==> config.mk <==
export PLATFORM = sky130hd
export DESIGN_NAME = image_crop_stream
export DESIGN_NICKNAME = d
export VERILOG_FILES = /design/src/rtl/image_crop_stream.sv
export SDC_FILE = /design/constraint.sdc
export NUM_CORES = 1
export LEC_CHECK = 0
export BUFFER_PORTS_ARGS = -buffer_cell sky130_fd_sc_hd__buf_2
export CAP_MARGIN = 20
export CORE_MARGIN = 4
export CORE_UTILIZATION = 57
export CTS_BUF_LIST = sky130_fd_sc_hd__clkbuf_8
export CTS_CLUSTER_DIAMETER = 100
export CTS_CLUSTER_SIZE = 14
export DETAILED_ROUTE_END_ITERATION = 8
export MAX_ROUTING_LAYER = met4
export PLACE_DENSITY_LB_ADDON = 0.15
export SETUP_SLACK_MARGIN = 0.3
export SYNTH_ARGS = -nofsm -noshare
export SYNTH_HDL_FRONTEND = slang
export SYNTH_SLANG_ARGS = --single-unit
==> constraint.sdc <==
create_clock -name ap_clk -period 3.84 [get_ports ap_clk]
set_input_delay 0.192 -clock ap_clk [delete_from_list [all_inputs] [get_ports ap_clk]]
set_output_delay 0.192 -clock ap_clk [all_outputs]
set_load 0.01 [all_outputs]
==> src/rtl/image_crop_stream.sv <==
`default_nettype none
// ============================================================================
// Module      : image_crop_stream
// Description : Streaming crop stage ahead of the CNN core. Accepts a full
//               IN_ROWS x IN_COLS raster stream and forwards only the
//               OUT_ROWS x OUT_COLS window whose top-left corner is the
//               clamped (crop_y1, crop_x1) origin latched at ap_start.
//               Optional macro CROP_TLAST_EN adds out_TLAST on the final
//               window pixel.
// Revision    : 1.0 - initial release
// ============================================================================
module image_crop_stream #(
    parameter int FP_TOTAL = 16,
    parameter int IN_ROWS  = 100,
    parameter int IN_COLS  = 160,
    parameter int OUT_ROWS = 48,
    parameter int OUT_COLS = 48
) (
    input  logic                       ap_clk,
    input  logic                       ap_rst,
    input  logic                       ap_start,
    output logic                       ap_done,
    output logic                       ap_idle,
    output logic                       ap_ready,
    input  logic [$clog2(IN_ROWS)-1:0] crop_y1,
    input  logic [$clog2(IN_COLS)-1:0] crop_x1,
    input  logic [FP_TOTAL-1:0]        in_TDATA,
    input  logic                       in_TVALID,
    output logic                       in_TREADY,
    output logic [FP_TOTAL-1:0]        out_TDATA,
    output logic                       out_TVALID,
`ifdef CROP_TLAST_EN
    output logic                       out_TLAST,
`endif
    input  logic                       out_TREADY
);

    localparam int c_RW = $clog2(IN_ROWS);
    localparam int c_CW = $clog2(IN_COLS);

    localparam logic [c_RW-1:0] c_Y1_MAX   = c_RW'(IN_ROWS - OUT_ROWS);
    localparam logic [c_CW-1:0] c_X1_MAX   = c_CW'(IN_COLS - OUT_COLS);
    localparam logic [c_RW-1:0] c_ROW_LAST = c_RW'(IN_ROWS - 1);
    localparam logic [c_CW-1:0] c_COL_LAST = c_CW'(IN_COLS - 1);
    // Window extents are compared one bit wider so y1+OUT_ROWS cannot wrap.
    localparam logic [c_RW:0]   c_WIN_ROWS = (c_RW+1)'(OUT_ROWS);
    localparam logic [c_CW:0]   c_WIN_COLS = (c_CW+1)'(OUT_COLS);

    typedef enum logic [1:0] {
        S_IDLE  = 2'd0,
        S_RUN   = 2'd1,
        S_DRAIN = 2'd2,
        S_DONE  = 2'd3
    } state_t;

    state_t                state_q, state_d;
    logic [c_RW-1:0]       row_q, y1_q;
    logic [c_CW-1:0]       col_q, x1_q;
    logic [FP_TOTAL-1:0]   data_q;
    logic                  valid_q;
`ifdef CROP_TLAST_EN
    logic                  last_q;
`endif

    logic                  w_in_hs;
    logic                  w_row_end;
    logic                  w_frame_end;
    logic                  w_in_win;
    logic                  w_win_last;
    logic [c_RW-1:0]       w_y1_clamp;
    logic [c_CW-1:0]       w_x1_clamp;

    assign in_TREADY   = (state_q == S_RUN) && (!valid_q || out_TREADY);
    assign w_in_hs     = in_TVALID && in_TREADY;
    assign w_row_end   = (col_q == c_COL_LAST);
    assign w_frame_end = (row_q == c_ROW_LAST) && w_row_end;

    assign w_y1_clamp  = (crop_y1 > c_Y1_MAX) ? c_Y1_MAX : crop_y1;
    assign w_x1_clamp  = (crop_x1 > c_X1_MAX) ? c_X1_MAX : crop_x1;

    assign w_in_win    = (row_q >= y1_q) && ({1'b0, row_q} < ({1'b0, y1_q} + c_WIN_ROWS)) &&
                         (col_q >= x1_q) && ({1'b0, col_q} < ({1'b0, x1_q} + c_WIN_COLS));
    assign w_win_last  = ({1'b0, row_q} == ({1'b0, y1_q} + c_WIN_ROWS - (c_RW+1)'(1))) &&
                         ({1'b0, col_q} == ({1'b0, x1_q} + c_WIN_COLS - (c_CW+1)'(1)));

    assign out_TDATA   = data_q;
    assign out_TVALID  = valid_q;
`ifdef CROP_TLAST_EN
    assign out_TLAST   = last_q;
`endif

    // State register for the block-level control FSM.
    always_ff @(posedge ap_clk) begin
        if (ap_rst) begin
            state_q <= S_IDLE;
        end else begin
            state_q <= state_d;
        end
    end

    // Next-state and block-level handshake outputs.
    always_comb begin
        state_d  = state_q;
        ap_idle  = 1'b0;
        ap_done  = 1'b0;
        ap_ready = 1'b0;
        case (state_q)
            S_IDLE: begin
                ap_idle = 1'b1;
                if (ap_start) state_d = S_RUN;
            end
            S_RUN: begin
                if (w_in_hs && w_frame_end) state_d = S_DRAIN;
            end
            S_DRAIN: begin
                if (!valid_q) state_d = S_DONE;
            end
            S_DONE: begin
                ap_done  = 1'b1;
                ap_ready = 1'b1;
                state_d  = S_IDLE;
            end
            default: state_d = S_IDLE;
        endcase
    end

    // Origin latch, raster counters and the single output register stage.
    always_ff @(posedge ap_clk) begin
        if (ap_rst) begin
            row_q   <= '0;
            col_q   <= '0;
            y1_q    <= '0;
            x1_q    <= '0;
            data_q  <= '0;
            valid_q <= 1'b0;
`ifdef CROP_TLAST_EN
            last_q  <= 1'b0;
`endif
        end else begin
            if ((state_q == S_IDLE) && ap_start) begin
                y1_q  <= w_y1_clamp;
                x1_q  <= w_x1_clamp;
                row_q <= '0;
                col_q <= '0;
            end

            // The row counter wraps at frame end so it never passes IN_ROWS-1.
            if (w_in_hs) begin
                if (w_row_end) begin
                    col_q <= '0;
                    row_q <= w_frame_end ? '0 : row_q + c_RW'(1);
                end else begin
                    col_q <= col_q + c_CW'(1);
                end
            end

            // Data only reloads on an in-window pixel, so it stays stable
            // while a beat is stalled downstream.
            if (w_in_hs) begin
                valid_q <= w_in_win;
                if (w_in_win) data_q <= in_TDATA;
`ifdef CROP_TLAST_EN
                last_q  <= w_in_win && w_win_last;
`endif
            end else if (out_TREADY) begin
                valid_q <= 1'b0;
`ifdef CROP_TLAST_EN
                last_q  <= 1'b0;
`endif
            end
        end
    end

`ifndef CROP_TLAST_EN
    // Only consumed when the last-beat flag is built in.
    logic w_unused_last;
    assign w_unused_last = w_win_last;
`endif

endmodule
`default_nettype wire

Yosys cells after proc, flatten, opt, wreduce, memory -nomap -nowiden
Cells that the tools add are included.

operators by class
  bitwise gates (word level) = 0
  multiply operators = 0
  equal/unequal tests = 8
  shifts and indexed selects = 0
  add/sub/neg operators = 4
  div/mod/pow operators = 0
  muxes and demuxes = 17
  order comparisons = 6
  reduce and logical (&&, ||, !) cells = 15

operators by type and width
  cell                   count
  $mux W7                5
  $mux W8                4
  $add A8 B6 Y9 const B  1
  $lt A8 B9 Y1           1
  $add A7 B6 Y8 const B  1
  $add A8 B1 Y8 const B  1
  $eq A8 B8 Y1 const B   1
  $ge A8 B8 Y1           1
  $gt A8 B7 Y1 const B   1
  $logic_and A1 B1 Y1    8
  $lt A7 B8 Y1           1
  $pmux W2 S4            1
  $add A7 B1 Y7 const B  1
  $eq A7 B7 Y1 const B   1
  $ge A7 B7 Y1           1
  $gt A7 B6 Y1 const B   1
  $mux W2                3
  $eq A2 B2 Y1 const B   2
  $mux W1                4
  $ne A2 B2 Y1 const B   2
  $reduce_bool A2 Y1     2
  $reduce_and A3 Y1      1
  $eq A2 B1 Y1 const B   1
  $logic_not A2 Y1       1
  4 further kinds        4

word-level totals
  input port bits = 36
  word-level logic and storage cells = 57
  bits in registers = 49
  bits in read-only memories = 0
  memories = 0
  latch bits = 0
  RAM bits = 0

Depth between registers and ports, before layout
Gate-level depths: netlist of run 1.

  word-level depth = 7
  gate-level depth with buffers = 12
  depth with buffers taken out = 10

Worst setup path after synthesis of run 1
No wires, ideal clock.

  kind = register to register
  start = register x1_q[4]
  end = register data_q[10], in the netlist out_TDATA[10]
  clock period less this slack = 2.182 ns
  path slack = 1.658 ns
  cell stages (with the launch flop) = 11
  arrival time = 2.110 ns
  cells stage by stage = dfxtp_1 inv_1 ha_1 xor2_1 ha_1 nand3_1 or4_1 nand4_1 buf_4 buf_8 mux2i_1

between the ends
  cells in the longest elaborated chain, start to end = 4
  elaborated cells on any way between the ends = 6
  those cells by class = add/sub (1); order compare (2); reduce/logical (3)

RTL lines
  what                                                        RTL line  RTL
  start: declaration                                          58        logic [c_CW-1:0] col_q, x1_q;
  start signal: assignment                                    142       x1_q <= w_x1_clamp;
  $add A8 B6 Y9 / $ge A8 B8 Y1 (equally long branches)        n/a
  $lt A8 B9 Y1 / $logic_and A1 B1 Y1 (equally long branches)  82, 81
  $logic_and A1 B1 Y1 (*)                                     82        (col_q >= x1_q) && ({1'b0, col_q} < ({1'b0, x1_q} + c_WIN_COLS));
  $reduce_and A2 Y1 (no line) (*)                             n/a
  end signal: assignment                                      161       if (w_in_win) data_q <= in_TDATA;
  end: declaration                                            59        logic [FP_TOTAL-1:0] data_q;

Mark *: on every way between the ends. The rest lies on a longest branch, timed or not.
A chain may end at the register's enable or synchronous reset.

Worst setup path after layout of run 1
  start = register x1_q[4]
  end = register data_q[9], in the netlist out_TDATA[9]

Same word-level chain as after synthesis.

==> impl_metrics.ini, run 1 <==
[setup_path]
cp-end-kind = flop
cp-start-kind = flop
worstSetupPathType = flop to flop
crit_fanout = 17
r2r-start = x1_q[4]$_SDFFE_PP0P_
worstSetupStartpoint = x1_q[4]$_SDFFE_PP0P_
cp_data_arrival_time_ps = 2540
cp_data_required_time_ps = 4070

[sta]
fmax_mhz = 434
setup_viol = 0
maxSlewHeadroom = 0.367
finClkSkew_ps = 4.32
finalHoldViolCount = 0
maxSlewViolCount = 0
rsz0062_at_grt = false
fin_setup_tns_ps = 0
post-route-period-util = 0.601
layout_setup_ws_ps = 1530
worst_pin_slew_ps = 949
min_period_ps = 2310

[clock_network]
clockBufferDepth = 2
numCtsBuffers = 5
cts_resized = 0
clk-insertion-delay-late_ps = 300
path_clk_slew_ps = 90
tritoncts = yes
cts_hold_buf = 0
htreeDepth = 2
cts_root_buf = clkbuf_8
cts_setup_buffers = 0
clock-sinks = 49

[cells_and_area]
post-route-util = 0.674
final_layout_size_suffix_gt1_frac = 0.184
syn_to_final_growth_pct = 13.2
num-nets-final = 439
diodes = 0

[synth]
synth-seq-cells = 49
synth-simple-area-share = 0.248
ys_seq_area_frac = 0.344
netlist_area_um2 = 2850
synthesis.nets = 389
yosysWarnings = 0
synth.distinct_cells = 47
synth_xor_area_frac = 0.0123
async_reset_ff_frac = 0
synth.area.mux_share = 0.0597
yosys.area_share.adder = 0.132
synth_edf_count = 0
syn_inst = 323
synth_compound_area_frac = 0.150
synth_ff_type = dfxtp_1
synth_area_per_cell_um2 = 8.82
synth_top_family_by_area = simple AND/OR/NAND/NOR gates

[grt]
met3_usage = 0.0351
grt_busiest_layer = met2
met2_usage = 0.363
overflow = 0
grt_use_met1 = 0.247
grt_pass1_vias = 2440
grt_use_total = 0.210
grt_pass1_wl_um = 10400
antenna_found_initial = 0
grt_start_max_net_pins = 65

[route]
drtAntennaViolNets = 0
firstDrtPassIters = 4
vias = 2411
finalWirelength_um = 5740
first_iter_violations = 66
wire_per_inst_um = 13.0
drt-vias-per-instance = 5.47
drc = 0

[power_and_ir_drop]
p_per_area_nw_per_um2 = 414
vdd_drop_max_mv = 0.222
p_total_mw = 1.33
leakage_nw = 1.53

[job]
max_cap_violations = 0

[floorplanning]
io_pins = 57
die_area_um2 = 6190
row_count = 25
die_h_um = 78.7
initial_core_util = 0.595
coreArea_um2 = 4790
die_w_um = 78.7

[place]
place_ws_ps = 1520
io_buffers = 56
gp_congestion = 0.824
dpl.hpwl_um = 4380

[status]
outcome = complete, no violations

[hold_path]
hold_class = primary input to flop
min-delay-start = in_TDATA[8]
## placed cells by master, fill, tap and decap left out, types with 8 or more instances in the layout
cell type / count
buf_2: 56
dfxtp_1: 49
nand2b_1: 38
ha_1: 30
nor2_1: 26
inv_1: 22
mux2i_1: 17
a21oi_1: 16
nand2_1: 11
nor3_1: 11
o21ai_0: 10
a22oi_1: 9
nand3_1: 8
## critical path, stage by stage, from the launching register on
cell and delay, ps:
dfxtp_1 350, inv_1 80, ha_1 220, xor2_1 140, ha_1 290, nand3_1 70
or4_1 470, nand4_1 100, buf_4 290, mux2i_1 220
## layout make-up
cell class	instances	area [um^2]
Inverter	20	75.1
Clock buffer	5	68.8
Clock inverter	3	15.0
Sequential cell	49	981
Multi-Input combinational cell	240	1710
Tap cell	67	83.8
Fill cell	415	1560
Timing Repair Buffer	57	288
## final timing paths
path                                                    to  slack (ps)  cells after the start
worst max-delay path             out_TDATA[9]$_SDFFE_PP0P_        1530                      9
worst min-delay path             out_TDATA[8]$_SDFFE_PP0P_         130                      3
worst max register to register   out_TDATA[9]$_SDFFE_PP0P_        1530                      9
worst min register to register  out_TDATA[10]$_SDFFE_PP0P_         470                      2
## metal layers
layer | part of all wire | wire [um]
met5 | 0 | 0
met3 | 0.035 | 201
met2 | 0.49 | 2830
met4 | 0.017 | 100
met1 | 0.45 | 2610
## logic make-up (layout without fill, tap and decap cells)
family | after synthesis | after routing
AO/OA/AOI/OAI | 65 | 65
multiplexers | 17 | 17
adder cells (fa/ha/maj) | 30 | 30
XOR/XNOR | 4 | 4
buffers and inverters | 34 | 85
AND/OR/NAND/NOR | 124 | 124
flip-flops | 49 | 49
## registers in the layout (all words and copies together) (netlist names)
register / cells
col_q: 8
out_TDATA: 16
out_TVALID: 1
row_q: 7
state_q: 2
x1_q: 8
y1_q: 7
## metrics by stage
stage,hold slack (ps),area (um^2),cells
2_1_floorplan,340,2850,323
3_3_place_gp,446,3140,433
3_5_place_dp,448,3140,433
4_1_cts,127,3230,441
5_1_grt,134,3230,441
6_report,135,3230,441
## cells in the mapped netlist (all sizes together) (7+ instances only)
| cell type | number | share of area |
|---|---|---|
| dfxtp | 49 | 0.34 |
| nand2b | 39 | 0.088 |
| ha | 30 | 0.13 |
| nor2 | 26 | 0.034 |
| inv | 20 | 0.026 |
| mux2i | 17 | 0.060 |
| a21oi | 16 | 0.028 |
| nor3 | 12 | 0.025 |
| nand2 | 11 | 0.014 |
| o21ai | 10 | 0.018 |
| a22oi | 9 | 0.024 |
| and3 | 9 | 0.022 |
| clkbuf | 8 | 0.011 |
| nand3 | 8 | 0.014 |
| a211oi | 7 | 0.018 |
## power breakdown
part / internal, mW / switching (mW) / total (mW)
logic: 0.188 / 0.266 / 0.453
clock network: 0.124 / 0.168 / 0.292
registers: 0.558 / 0.0314 / 0.589
total: 0.869 / 0.465 / 1.33
(Power assumes the default switching activity.)
==> inputs of run 2 (changes only) <==
--- a/config.mk
+++ b/config.mk
@@ -8,7 +8,7 @@
 export BUFFER_PORTS_ARGS = -buffer_cell sky130_fd_sc_hd__buf_2
 export CAP_MARGIN = 20
 export CORE_MARGIN = 4
-export CORE_UTILIZATION = 57
+export CORE_UTILIZATION = 52
 export CTS_BUF_LIST = sky130_fd_sc_hd__clkbuf_8
 export CTS_CLUSTER_DIAMETER = 100
 export CTS_CLUSTER_SIZE = 14
==> constraint.sdc (replaced) <==
create_clock -name ap_clk -period 2.07 [get_ports ap_clk]
set_input_delay 0.1035 -clock ap_clk [delete_from_list [all_inputs] [get_ports ap_clk]]
set_output_delay 0.1035 -clock ap_clk [all_outputs]
set_load 0.01 [all_outputs]
==> run 2 against run 1 <==
Against the previous run: the run now ends with negative setup slack left; routed wire length is 11% higher; utilization is 1.1 points higher; clock-buffer cell count stayed put; power is 110% higher.
==> impl_metrics.ini, run 2 (synthesis results as in run 1) <==
[route]
wire_per_inst_um = 13.7
first_iter_violations = 70
drc = 0
drt-vias-per-instance = 5.36
firstDrtPassIters = 4
vias = 2505
finalWirelength_um = 6380
drtAntennaViolNets = 0

[hold_path]
whs_path_depth = 3
min_to = out_TDATA[7]$_SDFFE_PP0P_
min-delay-start = in_TDATA[7]
hold_class = primary input to flop

[setup_path]
cp_data_required_time_ps = 2310
cp-end-kind = flop
slowest_delay_ps = 470
r2r-start = x1_q[4]$_SDFFE_PP0P_
critPathBufInv = 2
cp_data_arrival_time_ps = 2400
cp_slowest_cell = or4_1
cp-start-kind = flop
crit_fanout = 17
cp_top_family = simple AND/OR/NAND/NOR gates
r2r-end = out_TDATA[6]$_SDFFE_PP0P_
reg2reg_depth = 9
worstSetupPathType = flop to flop
path_cells = inv_2, ha_4, xor2_2, ha_1, nand3_1, or4_1, nand4_1, buf_12, mux2i_1
rrSetupSlack_ps = -90

[cells_and_area]
final_layout_size_suffix_gt1_frac = 0.312
post-route-util = 0.685
final_common_cell = buf_2
final_cell_area_um2 = 3570
final_cell_mix = 56 x buf_2, 38 x nand2b_1, 38 x dfxtp_1
num-nets-final = 462
fin_cells = 467
largest_reg_flops = 16
syn_to_final_growth_pct = 25.2
diodes = 0

[grt]
grt_pass1_vias = 2453
antenna_found_initial = 0
grt_use_total = 0.209
grt_pass1_wl_um = 10700
overflow = 0
grt_start_max_net_pins = 50

[place]
gp_congestion = 0.853
io_buffers = 56
dpl.hpwl_um = 4890
place_area_um2 = 3320
place_ws_ps = -104
dp_cells = 454

[clock_network]
numCtsBuffers = 5
clockBufferDepth = 2
tritoncts = yes
clk-insertion-delay-late_ps = 300
cts_root_buf = clkbuf_8
htreeDepth = 2
cts_hold_buf = 0
clock-sinks = 49
path_clk_slew_ps = 90

[floorplanning]
die_area_um2 = 6730
die_w_um = 82.0
io_pins = 57
initial_core_util = 0.547
row_count = 26
coreArea_um2 = 5200
die_h_um = 82.0

[sta]
fin_setup_tns_ps = -1260
min_period_ps = 2160
post-route-period-util = 1.04
rsz0062_at_grt = true
setup_viol = 17
layout_setup_ws_ps = -87.9
finalHoldViolCount = 0
hold_ws_ps = 40.8
fmax_mhz = 463
finClkSkew_ps = 7.65
worst_pin_slew_ps = 415
maxSlewViolCount = 0
maxSlewHeadroom = 0.723

[power_and_ir_drop]
p_per_area_nw_per_um2 = 777
p_total_mw = 2.77
vdd_drop_max_mv = 0.437
leakage_nw = 1.65

[job]
max_cap_violations = 0

[status]
outcome = complete, but fails checks
violations = negative setup slack
==> run 2: final cells by class <==
cell class / count / area (um^2)
Clock buffer: 5 / 68.8
Clock inverter: 3 / 22.5
Fill cell: 455 / 1640
Inverter: 20 / 75.1
Multi-Input combinational cell: 240 / 1830
Sequential cell: 49 / 1000
Tap cell: 70 / 87.6
Timing Repair Buffer: 80 / 477
==> run 2: where the power goes <==
part / internal [mW] / switching [mW] / leakage, nW
registers: 1.04 / 0.0700 / 0.403
logic: 0.498 / 0.589 / 1.20
clock network: 0.240 / 0.331 / 0.0481
==> run 2: per-layer routing <==
layer | up-vias | GRT usage | routed length, um
li1 | 1292 | - | -
met1 | 1146 | 0.245 | 2770
met2 | 53 | 0.351 | 3180
met3 | 14 | 0.0428 | 292
met4 | 0 | 0.0764 | 139
met5 | - | - | 0
==> run 2: how the worst max path moves through the flow <==
| stage | from | to | slack, ps | cells past startpoint |
|---|---|---|---|---|
| floorplan | x1_q[4]$_SDFFE_PP0P_ | out_TDATA[10]$_SDFFE_PP0P_ | -0.7 | 10 |
| global placement | x1_q[4]$_SDFFE_PP0P_ | out_TDATA[10]$_SDFFE_PP0P_ | -30 | 11 |
| detailed placement | x1_q[4]$_SDFFE_PP0P_ | out_TDATA[6]$_SDFFE_PP0P_ | -100 | 11 |
| CTS | x1_q[4]$_SDFFE_PP0P_ | out_TDATA[6]$_SDFFE_PP0P_ | -110 | 9 |
| global route | y1_q[4]$_SDFFE_PP0P_ | out_TDATA[2]$_SDFFE_PP0P_ | -190 | 10 |
| finish | x1_q[4]$_SDFFE_PP0P_ | out_TDATA[6]$_SDFFE_PP0P_ | -90 | 9 |
==> run 2: repair_timing <==
action | 4_1_cts | 5_1_grt
pin swaps | 8 | 4
gates resized for setup | 19 | 13
setup buffers | 3 | 2
endpoints found under the setup margin | 27 | 40
==> run 2: worst min-delay path, delay by kind of cell <==
| kind | cells | cell delay [ps] |
|---|---|---|
| buf+inv | 1 | 90 |
| mux | 1 | 50 |
| simple gates | 1 | 50 |
==> inputs of run 3 (changes only) <==
--- a/config.mk
+++ b/config.mk
@@ -5,6 +5,7 @@
 export SDC_FILE = /design/constraint.sdc
 export NUM_CORES = 1
 export LEC_CHECK = 0
+export ABC_AREA = 1
 export BUFFER_PORTS_ARGS = -buffer_cell sky130_fd_sc_hd__buf_2
 export CAP_MARGIN = 20
 export CORE_MARGIN = 4
==> run 3 against run 2 <==
Against the previous run: the flow now finishes without violations; clock skew hardly changed; cell area is 2.0% higher; register-to-register slack better by 230 ps; global-route usage is 0.61 points lower; hold slack better by 9.4 ps; highest routed layer unchanged; power is 11% higher; final cell count is 24% higher; utilization is 2.4 points lower.
==> impl_metrics.ini, run 3 <==
[status]
outcome = complete, no violations

[cells_and_area]
largest_reg_flops = 16
regArea_um2 = 990
diodes = 0
final_cell_mix = 96 x nand2_1, 62 x inv_1, 59 x nor2_1
fin_cells = 579
fill_cells = 488
multiInputGateArea_um2 = 1750
final_layout_size_suffix_gt1_frac = 0.229
final_common_cell = nand2_1
syn_to_final_growth_pct = 23.5
num-nets-final = 572
final_cell_area_um2 = 3640

[floorplanning]
coreArea_um2 = 5510
die_h_um = 83.3
die_area_um2 = 6930
die_w_um = 83.3
row_count = 27
initial_core_util = 0.535
io_pins = 57

[clock_network]
cts_root_buf = clkbuf_8
numCtsBuffers = 5
clockBufferDepth = 2
htreeDepth = 2
tritoncts = yes
cts_hold_buf = 0
clk-insertion-delay-late_ps = 310
path_clk_slew_ps = 90
clock-sinks = 49

[synth]
synth.distinct_cells = 31
synth_common_cells = 100 x nand2_1, 67 x nor2_1, 66 x inv_1, 49 x dfxtp_1, 31 x nand3_1
synth.most_common_cell = nand2_1
synth_area_per_cell_um2 = 6.76
syn_inst = 436
synth_ff_type = dfxtp_1
synth_edf_count = 0
ys_seq_area_frac = 0.333
netlist_area_um2 = 2950
synth_top_area_share = 0.333
async_reset_ff_frac = 0
synthesis.nets = 502
synth_top_cell_by_area = dfxtp_1
synth_area_leaders = dfxtp_1 33%, ha_1 13%, nand2_1 13%, nor2_1 8.5%, inv_1 8.4%
synth-seq-cells = 49
yosysWarnings = 0

[route]
drc = 0
drtAntennaViolNets = 0
drt-vias-per-instance = 4.96
first_iter_violations = 101
finalWirelength_um = 6700
wire_per_inst_um = 11.6
vias = 2872
firstDrtPassIters = 4

[power_and_ir_drop]
p_per_area_nw_per_um2 = 844
switching_power_mw = 1.20
p_seq_frac = 0.382
swShare = 0.391
comb_power_share = 0.432
vdd_drop_max_mv = 0.544
p_total_mw = 3.07
power.internal_mw = 1.87
clkPwrFrac = 0.186
leakage_nw = 1.80

[place]
io_buffers = 56
place_area_um2 = 3370
gp_congestion = 0.830
place_ws_ps = 79.7
dp_cells = 563
dpl.hpwl_um = 4940

[setup_path]
cpMostUsedCell = nand2_1
worstSetupPathType = flop to flop
worstSetupStartpoint = x1_q[4]$_SDFFE_PP0P_
cp_data_required_time_ps = 2320
crit_fanout = 5
cp_slowest_cell = dfxtp_2
r2r-start = x1_q[4]$_SDFFE_PP0P_
cp-start-kind = flop
slowest_delay_ps = 350
cp_data_arrival_time_ps = 2180
path_cells = inv_2, ha_4, xor2_1, ha_1, nand2_1, nand2_1, nand3_1, nand2_1, nor2_1, nand3_1, nor2_4, buf_6, nor2_2, nor2_1
cp-end-kind = flop

[hold_path]
min-delay-start = crop_y1[3]
hold_class = primary input to flop

[sta]
worst_pin_slew_ps = 762
post-route-period-util = 0.934
finalHoldViolCount = 0
min_period_ps = 1930
fmax_mhz = 517
maxSlewViolCount = 0
hold_ws_ps = 50.2
layout_setup_ws_ps = 137
rsz0062_at_grt = true
setup_viol = 0
finClkSkew_ps = 7.20
maxSlewHeadroom = 0.491

[grt]
grt_start_max_net_pins = 24
grt_pass1_vias = 2634
overflow = 0
grt_use_total = 0.203
grt_pass1_wl_um = 11500
antenna_found_initial = 0

[job]
max_cap_violations = 0
run 3: timing repair:
action                                  4_1_cts  5_1_grt
setup buffers                                 3        4
pin swaps                                    13        7
endpoints found under the setup margin       24       34
gates cloned                                  1        0
resized for setup                            12       18
run 3: path summary, 6_finish.rpt:
path	end	cells past startpoint	slack (ps)
setup / recovery	out_TVALID$_SDFFE_PP0P_	14	140
setup reg to reg	out_TVALID$_SDFFE_PP0P_	14	140
hold reg to reg	out_TDATA[2]$_SDFFE_PP0P_	2	470
hold / removal	y1_q[3]$_SDFFE_PP0P_	3	50
run 3: worst max-delay path, delay by kind of cell, from the launching register on:
| kind | cells | cell delay (ps) |
|---|---|---|
| and+or+nand+nor | 9 | 720 |
| adders and majority gates | 2 | 440 |
| DFF | 1 | 350 |
| buffers and inverters | 2 | 210 |
| xor gates and xnor gates | 1 | 140 |
run 3: final cells by class:
type / instances / share of cell area
Inverter: 68 / 0.0718
Timing Repair Buffer: 75 / 0.125
Clock inverter: 3 / 0.00584
Multi-Input combinational cell: 307 / 0.482
Tap cell: 72 / 0.0248
Clock buffer: 5 / 0.0189
Sequential cell: 49 / 0.272
run 3: logic make-up after synthesis:
group	synth area share
AOI/OAI and AO/OA	0.110
xor gates and xnor gates	0.0208
adders and majority gates	0.127
buffers and inverters	0.107
DFF	0.333
and+or+nand+nor	0.301
run 3: per-layer routing:
metal	part of all wire	up-vias	wire length (um)	track usage
met4	0.014	0	95	0.0520
li1	-	1524	-	-
met5	0	-	0	-
met1	0.47	1274	3120	0.255
met2	0.46	64	3100	0.329
met3	0.057	10	380	0.0456
run 3: metrics by stage:
| step | util | setup TNS, ps |
|---|---|---|
| floorplan | - | 0 |
| global placement | 0.613 | 0 |
| detailed placement | 0.613 | 0 |
| CTS | 0.642 | 0 |
| global route | 0.661 | -28.0 |
| finish | 0.661 | 0 |
run 3: power groups by stage:
stage / clock network [mW] / logic [mW] / registers, mW
after global placement: 0 / 1.16 / 1.18
final: 0.571 / 1.33 / 1.17
after detailed placement: 0 / 1.18 / 1.18
after floorplan: 0 / 0.843 / 1.18
after CTS: 0.597 / 1.23 / 1.16
after global routing: 0.631 / 1.50 / 1.19
